`src/rtl/sequence_feeder.sv`:
```
// sequence_feeder: holds a parallel pattern and plays it out MSB-first on X, one bit per step
module sequence_feeder #(
  parameter int WIDTH = 44,
  parameter int LEN_W = 6
) (
  input  logic             clk,
  input  logic             reset,
  input  logic             load,
  input  logic [WIDTH-1:0] pattern_in,
  input  logic [LEN_W-1:0] length_in,
  input  logic             start,
  input  logic             step,
  input  logic             loop,
  output logic             X,
  output logic             x_valid,
  output logic             busy,
  output logic             done,
  output logic [LEN_W-1:0] bits_left
);
  typedef enum logic [1:0] {IDLE, SHIFT, DONE} state_t;
  state_t           state_q, state_d;
  logic [WIDTH-1:0] pattern_q, pattern_d, shift_q, shift_d, eff_pat;
  logic [LEN_W-1:0] len_q, len_d, bits_left_q, bits_left_d, ld_len, eff_len;
  logic             x_q, x_d, x_valid_q, x_valid_d, ld, st;
  function automatic logic [WIDTH-1:0] align(input logic [WIDTH-1:0] p, input logic [LEN_W-1:0] n);
    return p << (LEN_W'(WIDTH) - n);
  endfunction
  // next-state: load/start are honoured only outside SHIFT; a same-cycle load feeds the start
  always_comb begin
    state_d     = state_q;
    pattern_d   = pattern_q;
    len_d       = len_q;
    shift_d     = shift_q;
    bits_left_d = bits_left_q;
    x_d         = x_q;
    x_valid_d   = 1'b0;
    ld          = load && state_q != SHIFT;
    ld_len      = (length_in == '0 || length_in > LEN_W'(WIDTH)) ? LEN_W'(WIDTH) : length_in;
    eff_len     = ld ? ld_len : len_q;
    eff_pat     = ld ? pattern_in : pattern_q;
    st          = start && state_q != SHIFT && eff_len != '0;
    if (ld) begin
      pattern_d = pattern_in;
      len_d     = ld_len;
      state_d   = IDLE;
    end
    if (st) begin
      shift_d     = align(eff_pat, eff_len);
      bits_left_d = eff_len;
      state_d     = SHIFT;
    end
    if (state_q == SHIFT && step) begin
      x_d         = shift_q[WIDTH-1];
      x_valid_d   = 1'b1;
      shift_d     = shift_q << 1;
      bits_left_d = bits_left_q - LEN_W'(1);
      if (bits_left_q == LEN_W'(1)) begin
        shift_d     = loop ? align(pattern_q, len_q) : shift_q << 1;
        bits_left_d = loop ? len_q : '0;
        state_d     = loop ? SHIFT : DONE;
      end
    end
  end
  // state and datapath registers, cleared asynchronously
  always_ff @(posedge clk or posedge reset) begin
    if (reset) begin
      state_q     <= IDLE;
      pattern_q   <= '0;
      len_q       <= '0;
      shift_q     <= '0;
      bits_left_q <= '0;
      x_q         <= 1'b0;
      x_valid_q   <= 1'b0;
    end else begin
      state_q     <= state_d;
      pattern_q   <= pattern_d;
      len_q       <= len_d;
      shift_q     <= shift_d;
      bits_left_q <= bits_left_d;
      x_q         <= x_d;
      x_valid_q   <= x_valid_d;
    end
  end
  assign X         = x_q;
  assign x_valid   = x_valid_q;
  assign busy      = state_q == SHIFT;
  assign done      = state_q == DONE;
  assign bits_left = bits_left_q;
endmodule

```
`config.mk`:
```
export PLATFORM = sky130hd
export DESIGN_NAME = sequence_feeder
export DESIGN_NICKNAME = d
export VERILOG_FILES = /design/src/rtl/sequence_feeder.sv
export SDC_FILE = /design/constraint.sdc
export NUM_CORES = 1
export LEC_CHECK = 0
export CAP_MARGIN = 5
export CORE_ASPECT_RATIO = 0.8
export CORE_MARGIN = 3
export CORE_UTILIZATION = 35
export CTS_CLUSTER_DIAMETER = 200
export DETAILED_ROUTE_END_ITERATION = 12
export PLACE_DENSITY = 0.61
export SLEW_MARGIN = 5
export SYNTH_ARGS = -nofsm -noshare
export SYNTH_HDL_FRONTEND = slang
export SYNTH_SLANG_ARGS = --single-unit
```
`constraint.sdc`:
```
create_clock -name clk -period 4.7 [get_ports clk]
set_input_delay 0.47 -clock clk [delete_from_list [all_inputs] [get_ports clk]]
set_output_delay 0.47 -clock clk [all_outputs]
set_load 0.01 [all_outputs]
```
Word level (Yosys, flattened, before mapping)
Cells that the tools add are included.
- register bits: 104
- output and inout bits: 10
- bits of input ports: 56
- word-level logic and storage cells: 42
- reductions and logical operators: 8
- shift-type cells: 2
- muxes and demuxes: 17
- eq/ne operators: 4
- order comparisons: 1
- add/sub/neg operators: 3
- operators by type and width (kind ; number):
    $mux 44 ; 5
    $shl 44x6->44 ; 2
    $mux 6 ; 6
    $sub 6x6->6 const A ; 2
    $mux 2 ; 5
    $eq 6x1->1 const B ; 1
    $gt 6x6->1 const B ; 1
    $logic_not 6->1 ; 1
    $reduce_bool 6->1 ; 1
    $sub 6x1->6 const B ; 1
    $logic_and 1x1->1 ; 4
    $eq 2x1->1 const B ; 1
    $eq 2x2->1 const B ; 1
    $ne 2x1->1 const B ; 1
    $reduce_bool 2->1 ; 1
    $logic_or 1x1->1 ; 1
    $mux 1 ; 1

Longest topological paths before layout
Gate-level depths: netlist (run 1).
- depth after elaboration: 9
- mapped depth: 18
- depth with buffers taken out: 10

Worst setup path before layout (run 1)
Ideal clock, no wire load.
- path type: register to register
- from: register len_q[0]
- to: register shift_q[24]
- period minus slack after synthesis: 3669 ps
- data required time: 4568 ps
- arrival time: 3537 ps
- setup time: 132 ps
- buffers on the path: 8
- setup slack: 1031 ps
- cell stages (with the launch flop): 19
- cells stage by stage: dfrtp_1 buf_4 buf_4 inv_1 buf_4 buf_2 buf_2 ha_1 clkbuf_1 buf_2 buf_1 mux4_2 mux2_2 mux2i_1 o21ai_0 a21oi_1 nor4_1 a21oi_1 o21ai_1
- longest elaborated chain between the ends: 5
- elaborated cells on any way between the ends: 12
- classes of those cells: 2 x add/sub; 2 x shift; 5 x mux; 3 x reduce/logical
- ends and longest elaborated chain (element ; RTL line ; source):
    from (decl) ; 23 ; logic [LEN_W-1:0] len_q, len_d, bits_left_q, bits_left_d, ld_len, eff_len;
    from (signal assigned) ; 77 ; len_q <= len_d;
    $mux 6 or $sub 6x6->6 (tied branches) ; n/a ;
    $sub 6x6->6 or $shl 44x6->44 (tied branches) ; 26 ; return p << (LEN_W'(WIDTH) - n);
    $shl 44x6->44 or $mux 44 (tied branches) ; 26, 58 ;
    $mux 44, on equally long branches ; 47, 57 ;
    $mux 44 ; 52 ; if (state_q == SHIFT && step) begin
    to (signal assigned) ; 78 ; shift_q <= shift_d;
    to (decl) ; 22 ; logic [WIDTH-1:0] pattern_q, pattern_d, shift_q, shift_d, eff_pat;
Parallel ways exist; a longest one is shown, timed or not. The select of a mux whose other input is x is not followed.
A chain may end at the register's enable or synchronous reset.

Worst setup path in the final report (run 1)
- from: input port length_in[0]
- to: register shift_q[38]
- longest elaborated chain between the ends: 8
- elaborated cells on any way between the ends: 12
- classes of those cells: 1 x add/sub; 1 x order compare; 1 x shift; 4 x mux; 5 x reduce/logical
- ends and longest elaborated chain (element ; RTL line ; source):
    from (decl) ; 10 ; input logic [LEN_W-1:0] length_in,
    $gt 6x6->1 or $logic_not 6->1 (tied branches) ; 38 ; ld_len = (length_in == '0 || length_in > LEN_W'(WIDTH)) ? LEN_W'(WIDTH) : length_in;
    $logic_or 1x1->1 ; 38 ;
    $mux 6 (*) ; 38 ;
    $mux 6 (*) ; n/a ;
    $sub 6x6->6 ; 26 ;
    $shl 44x6->44 ; 26 ;
    $mux 44 ; 47 ; if (st) begin
    $mux 44 ; 52 ;
Every way passes the cells marked *; elsewhere a longest branch is shown, timed or not. The select of a mux whose other input is x is not followed.

==> metrics.log, run 1 <==
INFO  metric postSynthCellCount = 1436
INFO  metric clockBufferDepth = 2
INFO  metric cts_post_setup_buffers_inserted = 0
INFO  metric finalMaxSlewViolations = 0
INFO  metric worst_hold_path_type = reg -> reg
INFO  metric edff_count_synth = 0
INFO  metric wirelength = roughly 54000 um
INFO  metric timing.rr.start = len_q[0]
INFO  metric yosys_warnings = 0
INFO  metric start_util = 0.360
INFO  metric timing.final.setup_violations = 0
INFO  metric synthTopCellsByCount = sky130_fd_sc_hd__nand2_1 (231), sky130_fd_sc_hd__a21oi_1 (132), sky130_fd_sc_hd__mux2i_1 (111)
INFO  metric worstPathArrival = 4.45 ns
INFO  metric synth.ff_latch_count = about 100
INFO  metric worstSetupStartpointType = input pin
INFO  metric netlist_area_before_placement = roughly 11000 sq um
INFO  metric slew-limit-headroom = 0.215
INFO  metric gr_ovfl_total = 0
INFO  metric grt_start_max_net_pins = 57
INFO  metric run_status = finished, final reports clean
INFO  metric worst_ep_required_time = 4.93 ns
INFO  metric top_level_ports = between 60 and 70
INFO  metric synth.top_cell.area_share = 0.227
INFO  metric htree_levels = 3
INFO  metric critical_path.max_fanout = 19
INFO  metric clk_root_buffer_cell = sky130_fd_sc_hd__clkbuf_16
INFO  metric timing_hold_violations_final = 0
INFO  metric detail_route.first_pass.iterations = 6
INFO  metric maxCapViolCount = 0
INFO  metric insertion_delay = roughly 0.38 ns
INFO  metric synthArstFlopShare = 1.00
INFO  metric postCtsResizedCells = 0
INFO  metric count_of_port_buffers_added_during_placement = 65
INFO  metric total_nets_after_synthesis = approximately 1500
INFO  metric setup_tns = 0 ns
INFO  metric area_delta_synth_final = 13.0%
INFO  metric ys_top_cells_by_area = sky130_fd_sc_hd__dfrtp_1 (23%), sky130_fd_sc_hd__mux2i_1 (9.7%), sky130_fd_sc_hd__nand2_1 (7.6%), sky130_fd_sc_hd__a21oi_1 (5.8%), sky130_fd_sc_hd__mux4_2 (5.3%)
INFO  metric multi_input_area = 8160 sq um
INFO  metric final_layout_size_suffix_gt1_frac = 0.146
INFO  metric drc_errors = 0
INFO  metric fp.dieArea = about 35000 sq um
INFO  metric final_antenna_net_count = 0
INFO  metric hold_path_startpoint = X
INFO  metric fillers = ~3300
INFO  metric rr_endpoint = shift_q[38]
INFO  metric n_antenna_cell = 0
INFO  metric dp_hpwl = 41800 um
INFO  metric yosys.area.top_type = sky130_fd_sc_hd__dfrtp_1
INFO  metric clock_skew = approximately 0.013 ns
INFO  metric r2r.worst_path.cells = 9
INFO  metric setup_repair_after_global_routing_missed_its_margin = no
INFO  metric cts_buffers = 9
INFO  metric avgRoutedWirePerCell = ~29 um
INFO  metric chipHeight = around 170 um
INFO  metric clkSlewWorstSetupHoldPaths = roughly 0.080 ns
INFO  metric syn_area_per_cell = ~8 sq um
INFO  metric synth_cell_type_count = 87
INFO  metric cts-hold-fix-buffers = 0
INFO  metric placeableCoreArea = approximately 32000 sq um
INFO  metric width_of_the_die = 208 um
INFO  metric area.sequential = between 2000 and 3000 sq um
INFO  metric core.rowCount = 58
INFO  metric gr_util_all_layers = 0.299
INFO  metric worstSetupPathType = in -> reg
INFO  metric hold-path-endpoint = X
INFO  metric hold_path_depth = 2
INFO  metric grt_pass1_vias = about 12000
INFO  metric ff2ff_setup_slack = between 0.7 and 0.8 ns
INFO  metric place.gp.congestion = between 1 and 1.5
INFO  metric grt_pass1_wl = just under 80000 um
INFO  metric drt-vias-per-instance = approximately 6.7
INFO  metric yosys.cell_count.top_type = sky130_fd_sc_hd__nand2_1
INFO  metric final_nets = between 1500 and 2000
INFO  metric max_freq = 237 MHz
INFO  metric final.min_clock_period = 4.23 ns
INFO  metric first_iter_violations = 1844
INFO  metric dr_total_vias = about 13000
INFO  metric period_share = 0.899
INFO  metric ys_seq_area_frac = 0.227
INFO  metric antenna_violations_before_repair = 2
INFO  metric critical_path.endpoint_type = flop
INFO  metric cts.sinks = about 100
INFO  metric clock_tree_from_tritoncts = built
INFO  metric dominantRegCellSynth = sky130_fd_sc_hd__dfrtp_1
INFO  metric tightestPinTransition = 1.17 ns
[worst max path at each step]
stage,start,endpoint,slack (ns),depth (start not counted)
6_report,length_in[0],shift_q[38],0.47,9
5_1_grt,length_in[0],shift_q[24],0.38,9
4_1_cts,length_in[0],shift_q[38],0.72,9
3_5_place_dp,length_in[0],shift_q[38],0.33,9
3_3_place_gp,length_in[0],shift_q[30],0.38,9
2_1_floorplan,len_q[0],shift_q[24],1.03,18
[metal layers]
layer,vias up,track usage,routed length [um]
met4,2,0.0759,1380
met1,6236,0.448,23800
met2,785,0.426,22100
met5,-,0,13
met3,89,0.0766,6370
li1,5520,-,-
[through the flow]
step	setup WS (ns)	cell area [sq um]	hold WS, ns	utilization	cells
floorplan	1.03	11500	0.439	-	1436
global placement	0.381	12700	0.463	0.398	1863
detailed placement	0.330	12700	0.476	0.398	1863
CTS	0.718	13000	0.493	0.407	1879
global route	0.380	13000	0.513	0.407	1879
finish	0.475	13000	0.489	0.407	1879
[registers in the layout, indices dropped and copies added (netlist names)]
name       count
bits_left      6
x_valid        1
pattern_q     44
shift_q       44
state_q        2
X              1
len_q          6
[cells in the final DEF (no fill, tap or decap), types with 6 or more instances in the layout]
cell type	netlist	final
sky130_fd_sc_hd__a211oi_1	21	21
sky130_fd_sc_hd__o211ai_1	16	16
sky130_fd_sc_hd__o221ai_1	10	10
sky130_fd_sc_hd__and2_1	7	7
sky130_fd_sc_hd__a2bb2oi_1	6	6
sky130_fd_sc_hd__nand2b_1	9	9
sky130_fd_sc_hd__mux2_2	53	53
sky130_fd_sc_hd__a32o_1	6	6
sky130_fd_sc_hd__a22oi_1	61	61
sky130_fd_sc_hd__a31oi_1	16	16
sky130_fd_sc_hd__o32ai_1	14	14
sky130_fd_sc_hd__a221o_1	10	10
sky130_fd_sc_hd__buf_4	12	77
sky130_fd_sc_hd__nor3_1	18	18
sky130_fd_sc_hd__nand2_1	231	230
sky130_fd_sc_hd__a21oi_1	132	131
sky130_fd_sc_hd__o32a_1	13	13
sky130_fd_sc_hd__and3_1	8	8
sky130_fd_sc_hd__clkdlybuf4s50_1	0	65
sky130_fd_sc_hd__mux2i_1	111	111
sky130_fd_sc_hd__mux4_2	27	27
sky130_fd_sc_hd__inv_1	20	19
sky130_fd_sc_hd__nand4_1	10	10
sky130_fd_sc_hd__nor2_1	107	105
sky130_fd_sc_hd__o21ai_1	8	8
sky130_fd_sc_hd__nor2b_1	6	6
sky130_fd_sc_hd__a311o_1	30	30
sky130_fd_sc_hd__a21o_1	6	6
sky130_fd_sc_hd__a32oi_1	11	11
sky130_fd_sc_hd__clkbuf_16	0	9
sky130_fd_sc_hd__o22ai_1	22	22
sky130_fd_sc_hd__dfrtp_1	104	103
sky130_fd_sc_hd__a221oi_1	15	15
sky130_fd_sc_hd__nand3_1	30	30
sky130_fd_sc_hd__o21ai_0	55	55
[critical path: stages]
cell and delay [ns]:
sky130_fd_sc_hd__clkdlybuf4s50_1 0.69, sky130_fd_sc_hd__xnor2_1 0.60, sky130_fd_sc_hd__a21oi_4 0.16, sky130_fd_sc_hd__o21ai_2 0.72
sky130_fd_sc_hd__o32ai_1 0.34, sky130_fd_sc_hd__mux2i_1 0.27, sky130_fd_sc_hd__mux2i_1 0.22, sky130_fd_sc_hd__a2111oi_0 0.81
sky130_fd_sc_hd__a21oi_1 0.15
[cells by family after synthesis]
family          Yosys count  share of synthesized area
compound gates          509                      0.318
xor+xnor                 13                    0.00993
fa+ha+maj                 4                    0.00415
buf+inv                 161                     0.0661
flops                   104                      0.227
mux                     193                      0.204
simple gates            452                      0.171
[final cells by class]
cell class                 count  share of cell area
clock buffer                  11              0.0187
timing repair buffer         145              0.0994
sequential                   104               0.201
inverter                      23             0.00686
clock inverter                 5             0.00348
tap                          420              0.0406
multi-input combinational   1171               0.630
Power of run 1 is not shown: default switching activity piles up to over one toggle a cycle in this logic, so the estimate is an artifact.
==> run 2: changes to the inputs <==
Settings changed: PLACE_DENSITY 0.61 to unset.
==> metrics.log, run 2 (synthesis gave the netlist of run 1 again) <==
INFO  metric run_status = finished, final reports clean
INFO  metric area.sequential = 2600 sq um (unchanged)
INFO  metric hold_path_depth = 2 (unchanged)
INFO  metric first_iter_violations = 2224 (+21%)
INFO  metric most-common-layout-cells = sky130_fd_sc_hd__nand2_1 (230), sky130_fd_sc_hd__a21oi_1 (131), sky130_fd_sc_hd__mux2i_1 (111)
INFO  metric multi_input_area = 8160 sq um (unchanged)
INFO  metric chipHeight = 168 um (unchanged)
INFO  metric hold-path-endpoint = X
INFO  metric fp.dieArea = 35000 sq um (unchanged)
INFO  metric cts.sinks = 104 (unchanged)
INFO  metric final_layout_size_suffix_gt1_frac = 0.144 (-0.00225)
INFO  metric final_nets = 1508 (-0.33%)
INFO  metric largest_registers = pattern_q x44, shift_q x44
INFO  metric ff2ff_setup_slack = 0.68 ns (-0.05 ns)
INFO  metric fin_cells = 1874 (-0.27%)
INFO  metric finalMaxSlewViolations = 0 (unchanged)
INFO  metric clkSlewWorstSetupHoldPaths = 0.08 ns (about the same)
INFO  metric drt-vias-per-instance = 6.78 (+0.85%)
INFO  metric start_util = 0.360 (unchanged)
INFO  metric dp_hpwl = 41600 um (-0.35%)
INFO  metric core.rowCount = 58 (unchanged)
INFO  metric layout_commonest_cell = sky130_fd_sc_hd__nand2_1
INFO  metric critical_path.max_fanout = 17 (-2)
INFO  metric cts_post_setup_buffers_inserted = 0 (unchanged)
INFO  metric count_of_port_buffers_added_during_placement = 65 (unchanged)
INFO  metric r2r.worst_path.cells = 10 (+1)
INFO  metric period_share = 0.861 (-0.0380)
INFO  metric worstPathArrival = 4.28 ns (-0.17 ns)
INFO  metric setup_repair_after_global_routing_missed_its_margin = no
INFO  metric detail_route.first_pass.iterations = 6 (unchanged)
INFO  metric grt.met2_usage = 0.430 (+0.00342)
INFO  metric grt_start_max_net_pins = 100 (+75%)
INFO  metric grt_most_used_layer = met1
INFO  metric globalRouteMet1Util = 0.445 (-0.00223)
INFO  metric final_antenna_net_count = 0 (unchanged)
INFO  metric slew-limit-headroom = 0.311 (+0.0955)
INFO  metric antenna_violations_before_repair = 1 (-1)
INFO  metric area_delta_synth_final = 12.7%
INFO  metric dr_total_vias = 12700 (+0.59%)
INFO  metric placeableCoreArea = 31900 sq um (unchanged)
INFO  metric postCtsResizedCells = 0 (unchanged)
INFO  metric htree_levels = 3 (unchanged)
INFO  metric fillers = 3204 (-1.8%)
INFO  metric critical_path.endpoint_type = flop
INFO  metric rr_endpoint = shift_q[40]
INFO  metric dpl.cell_count = 1858 (-0.27%)
INFO  metric cts-hold-fix-buffers = 0 (unchanged)
INFO  metric maxCapViolCount = 0 (unchanged)
INFO  metric wirelength = 54500 um (+1.5%)
INFO  metric clock_tree_from_tritoncts = built
INFO  metric timing_hold_violations_final = 0 (unchanged)
INFO  metric drc_errors = 0 (unchanged)
INFO  metric grt_pass1_wl = 80600 um (+1.3%)
INFO  metric n_antenna_cell = 0 (unchanged)
INFO  metric gr_ovfl_total = 0 (unchanged)
INFO  metric gr_util_all_layers = 0.301 (+0.00205)
INFO  metric clk_root_buffer_cell = sky130_fd_sc_hd__clkbuf_16
INFO  metric worst_ep_required_time = 4.93 ns (about the same)
INFO  metric final.min_clock_period = 4.05 ns (-0.179 ns)
INFO  metric width_of_the_die = 208 um (unchanged)
INFO  metric tightestPinTransition = 1.03 ns (-0.134 ns)
INFO  metric avgRoutedWirePerCell = 29.1 um (+1.7%)
INFO  metric worstSetupPathType = in -> reg
INFO  metric worstSetupStartpointType = input pin
INFO  metric cts_buffers = 9 (unchanged)
INFO  metric timing.final.setup_violations = 0 (unchanged)
INFO  metric timing.rr.start = state_q[1]
INFO  metric setup_tns = 0 ns (unchanged)
INFO  metric insertion_delay = 0.38 ns (about the same)
INFO  metric worst_hold_path_type = reg -> reg
INFO  metric max_freq = 247 MHz (+4.4%)
INFO  metric clockBufferDepth = 2 (unchanged)
INFO  metric top_level_ports = 66 (unchanged)
INFO  metric clock_skew = 0.0156 ns (+0.00218 ns)
INFO  metric grt_pass1_vias = 11800 (+1.3%)
INFO  metric hold_path_startpoint = X
INFO  metric gr-usage-met3 = 0.0822 (+0.00559)
INFO  metric place.gp.congestion = 1.05 (-2.3%)
==> run 2: worst max-delay path by stage <==
stage | end | slack (ns) | startpoint
floorplan | shift_q[24] | 1.03 | len_q[0]
global placement | shift_q[40] | 0.48 | load
detailed placement | shift_q[40] | 0.43 | length_in[0]
CTS | shift_q[40] | 0.78 | state_q[1]
global route | shift_q[38] | 0.60 | state_q[1]
finish | shift_q[40] | 0.65 | length_in[0]
==> run 2: cell type report <==
cell class,instances,area share
Multi-Input combinational cell,1171,0.632
Sequential cell,104,0.201
Timing Repair Buffer,140,0.0949
Tap cell,420,0.0407
Clock buffer,10,0.0185
Inverter,23,0.00687
Clock inverter,6,0.00610
==> run 2: critical path: stages <==
cell	delay [ns]
sky130_fd_sc_hd__clkdlybuf4s50_1	0.70
sky130_fd_sc_hd__xnor2_1	0.58
sky130_fd_sc_hd__a21oi_4	0.15
sky130_fd_sc_hd__o21ai_2	0.65
sky130_fd_sc_hd__o32ai_1	0.21
sky130_fd_sc_hd__buf_4	0.18
sky130_fd_sc_hd__a22oi_1	0.16
sky130_fd_sc_hd__o31ai_1	0.13
sky130_fd_sc_hd__buf_4	0.19
sky130_fd_sc_hd__a221oi_1	0.66
sky130_fd_sc_hd__a21oi_1	0.18
==> run 2: metrics by stage <==
stage	cell area (sq um)	hold slack, ns	setup slack (ns)	utilization
global route	12900	0.512	0.598	0.406
CTS	12900	0.494	0.779	0.406
detailed placement	12600	0.468	0.433	0.396
finish	12900	0.489	0.653	0.406
floorplan	11500	0.439	1.03	-
global placement	12600	0.467	0.479	0.396
==> run 2: routing by layer <==
| metal | vias to the layer above | wire (um) |
|---|---|---|
| met1 | 6274 | 24200 |
| met2 | 834 | 22400 |
| li1 | 5508 | - |
| met4 | 0 | 1440 |
| met3 | 90 | 6500 |
| met5 | - | 0 |
Power of run 2 is left out for the same reason.
==> run 3: changes to the inputs <==
Settings changed: CORE_ASPECT_RATIO 0.8 to unset.
==> metrics.log, run 3 (synthesis gave the netlist of run 1 again) <==
INFO  metric run_status = finished, final reports clean
INFO  metric dp_hpwl = 41200 um (-1.1%)
INFO  metric drc_errors = 0 (unchanged)
INFO  metric final_layout_size_suffix_gt1_frac = 0.140 (-0.00364)
INFO  metric avgRoutedWirePerCell = 28.6 um (-1.7%)
INFO  metric place.gp.congestion = 1.03 (-1.6%)
INFO  metric slew-limit-headroom = 0.251 (-0.0599)
INFO  metric maxCapViolCount = 0 (unchanged)
INFO  metric cts.sinks = 104 (unchanged)
INFO  metric worst_setup_path_endpoint = shift_q[24]
INFO  metric dpl.cell_count = 1868 (+0.54%)
INFO  metric antenna_violations_before_repair = 1 (unchanged)
INFO  metric worstSetupStartpointType = input pin
INFO  metric gr_util_all_layers = 0.297 (-0.00416)
INFO  metric placeableCoreArea = 32000 sq um (+0.33%)
INFO  metric dp_slack = 0.459 ns (+0.0260 ns)
INFO  metric insertion_delay = 0.39 ns (about the same)
INFO  metric gr_ovfl_total = 0 (unchanged)
INFO  metric setup_tns = 0 ns (unchanged)
INFO  metric worst_hold_path_type = reg -> reg
INFO  metric dr_total_vias = 12700 (-0.19%)
INFO  metric hold_path_startpoint = shift_q[1]
INFO  metric cts-hold-fix-buffers = 0 (unchanged)
INFO  metric worstPathArrival = 4.23 ns (-0.05 ns)
INFO  metric timing_hold_violations_final = 0 (unchanged)
INFO  metric setup_repair_after_global_routing_missed_its_margin = no
INFO  metric worst_ep_required_time = 5.02 ns (+0.09 ns)
INFO  metric chipHeight = 187 um (+11%)
INFO  metric ff2ff_setup_slack = 1.05 ns (+0.37 ns)
INFO  metric detail_route.first_pass.iterations = 6 (unchanged)
INFO  metric max_freq = 256 MHz (+3.4%)
INFO  metric final_antenna_net_count = 0 (unchanged)
INFO  metric clock_skew = 0.0256 ns (+0.00997 ns)
INFO  metric first_iter_violations = 1695 (-24%)
INFO  metric critical_path.startpoint = length_in[4]
INFO  metric critical_path.endpoint_type = flop
INFO  metric final_nets = 1503 (-0.33%)
INFO  metric most-common-layout-cells = sky130_fd_sc_hd__nand2_1 (230), sky130_fd_sc_hd__a21oi_1 (131), sky130_fd_sc_hd__mux2i_1 (111)
INFO  metric critical_path.max_fanout = 23 (+6)
INFO  metric postCtsResizedCells = 0 (unchanged)
INFO  metric start_util = 0.359 (-0.00117)
INFO  metric fin_cells = 1884 (+0.53%)
INFO  metric grt_pass1_wl = 78900 um (-2.1%)
INFO  metric area_delta_synth_final = 12.8% (about the same)
INFO  metric worstSetupPathType = in -> reg
INFO  metric r2r.worst_path.cells = 10 (unchanged)
INFO  metric timing.rr.start = state_q[1]
INFO  metric period_share = 0.832 (-0.0286)
INFO  metric largest_registers = pattern_q x44, shift_q x44
INFO  metric layout_commonest_cell = sky130_fd_sc_hd__nand2_1
INFO  metric count_of_port_buffers_added_during_placement = 65 (unchanged)
INFO  metric width_of_the_die = 187 um (-10%)
INFO  metric cts_post_setup_buffers_inserted = 0 (unchanged)
INFO  metric final.min_clock_period = 3.91 ns (-0.134 ns)
INFO  metric final.setup.worst_slack = 0.788 ns (+0.134 ns)
INFO  metric fp.dieArea = 35000 sq um (about the same)
INFO  metric clock_tree_from_tritoncts = built
INFO  metric tightestPinTransition = 1.12 ns (+0.0823 ns)
INFO  metric grt_start_max_net_pins = 83 (-17%)
INFO  metric wirelength = 53900 um (-1.2%)
INFO  metric clkSlewWorstSetupHoldPaths = 0.09 ns (about the same)
INFO  metric clk_root_buffer_cell = sky130_fd_sc_hd__clkbuf_16
INFO  metric grt_pass1_vias = 11700 (-0.59%)
INFO  metric n_antenna_cell = 0 (unchanged)
INFO  metric postLayoutCoreUtil = 0.405 (-0.00116)
INFO  metric rr_endpoint = shift_q[30]
INFO  metric timing.final.setup_violations = 0 (unchanged)
INFO  metric clockBufferDepth = 2 (unchanged)
INFO  metric drt-vias-per-instance = 6.73 (-0.72%)
INFO  metric core.rowCount = 65 (+12%)
INFO  metric top_level_ports = 66 (unchanged)
INFO  metric cts_buffers = 9 (unchanged)
INFO  metric htree_levels = 3 (unchanged)
INFO  metric finalMaxSlewViolations = 0 (unchanged)
==> run 3: through the flow <==
stage	hold WS, ns	cell area [sq um]
2_1_floorplan	0.439	11500
3_3_place_gp	0.464	12700
3_5_place_dp	0.472	12700
4_1_cts	0.488	12900
5_1_grt	0.513	12900
6_report	0.487	12900
==> run 3: worst min path at each step <==
| stage | to | slack [ns] | cells past startpoint |
|---|---|---|---|
| floorplan | X | 0.44 | 2 |
| global placement | X | 0.46 | 2 |
| detailed placement | shift_q[1] | 0.47 | 1 |
| CTS | shift_q[1] | 0.49 | 1 |
| global route | shift_q[1] | 0.51 | 1 |
| finish | shift_q[1] | 0.49 | 1 |
==> run 3: area by class of cell <==
| type | count | area [sq um] |
|---|---|---|
| Inverter | 23 | 88.8 |
| Sequential cell | 104 | 2600 |
| Clock buffer | 10 | 229 |
| Tap cell | 435 | 544 |
| Timing Repair Buffer | 135 | 1250 |
| Fill cell | 3328 | 19000 |
| Multi-Input combinational cell | 1171 | 8160 |
| Clock inverter | 6 | 50.0 |
==> run 3: critical path, cell delays in order <==
cell and delay, ns:
sky130_fd_sc_hd__clkdlybuf4s50_1 0.73, sky130_fd_sc_hd__a21o_1 0.33, sky130_fd_sc_hd__a21o_1 0.74, sky130_fd_sc_hd__buf_4 0.32, sky130_fd_sc_hd__mux2i_1 0.29, sky130_fd_sc_hd__a32oi_1 0.24, sky130_fd_sc_hd__o31ai_1 0.71, sky130_fd_sc_hd__a22oi_1 0.21
sky130_fd_sc_hd__o21ai_1 0.17
==> run 3: metal layers <==
layer | part of all wire | track usage | up-vias
li1 | - | - | 5517
met2 | 0.45 | 0.467 | 860
met1 | 0.40 | 0.396 | 6169
met3 | 0.10 | 0.0635 | 136
met4 | 0.044 | 0.125 | 0
met5 | 0 | 0 | -
Power of run 3 is left out for the same reason.
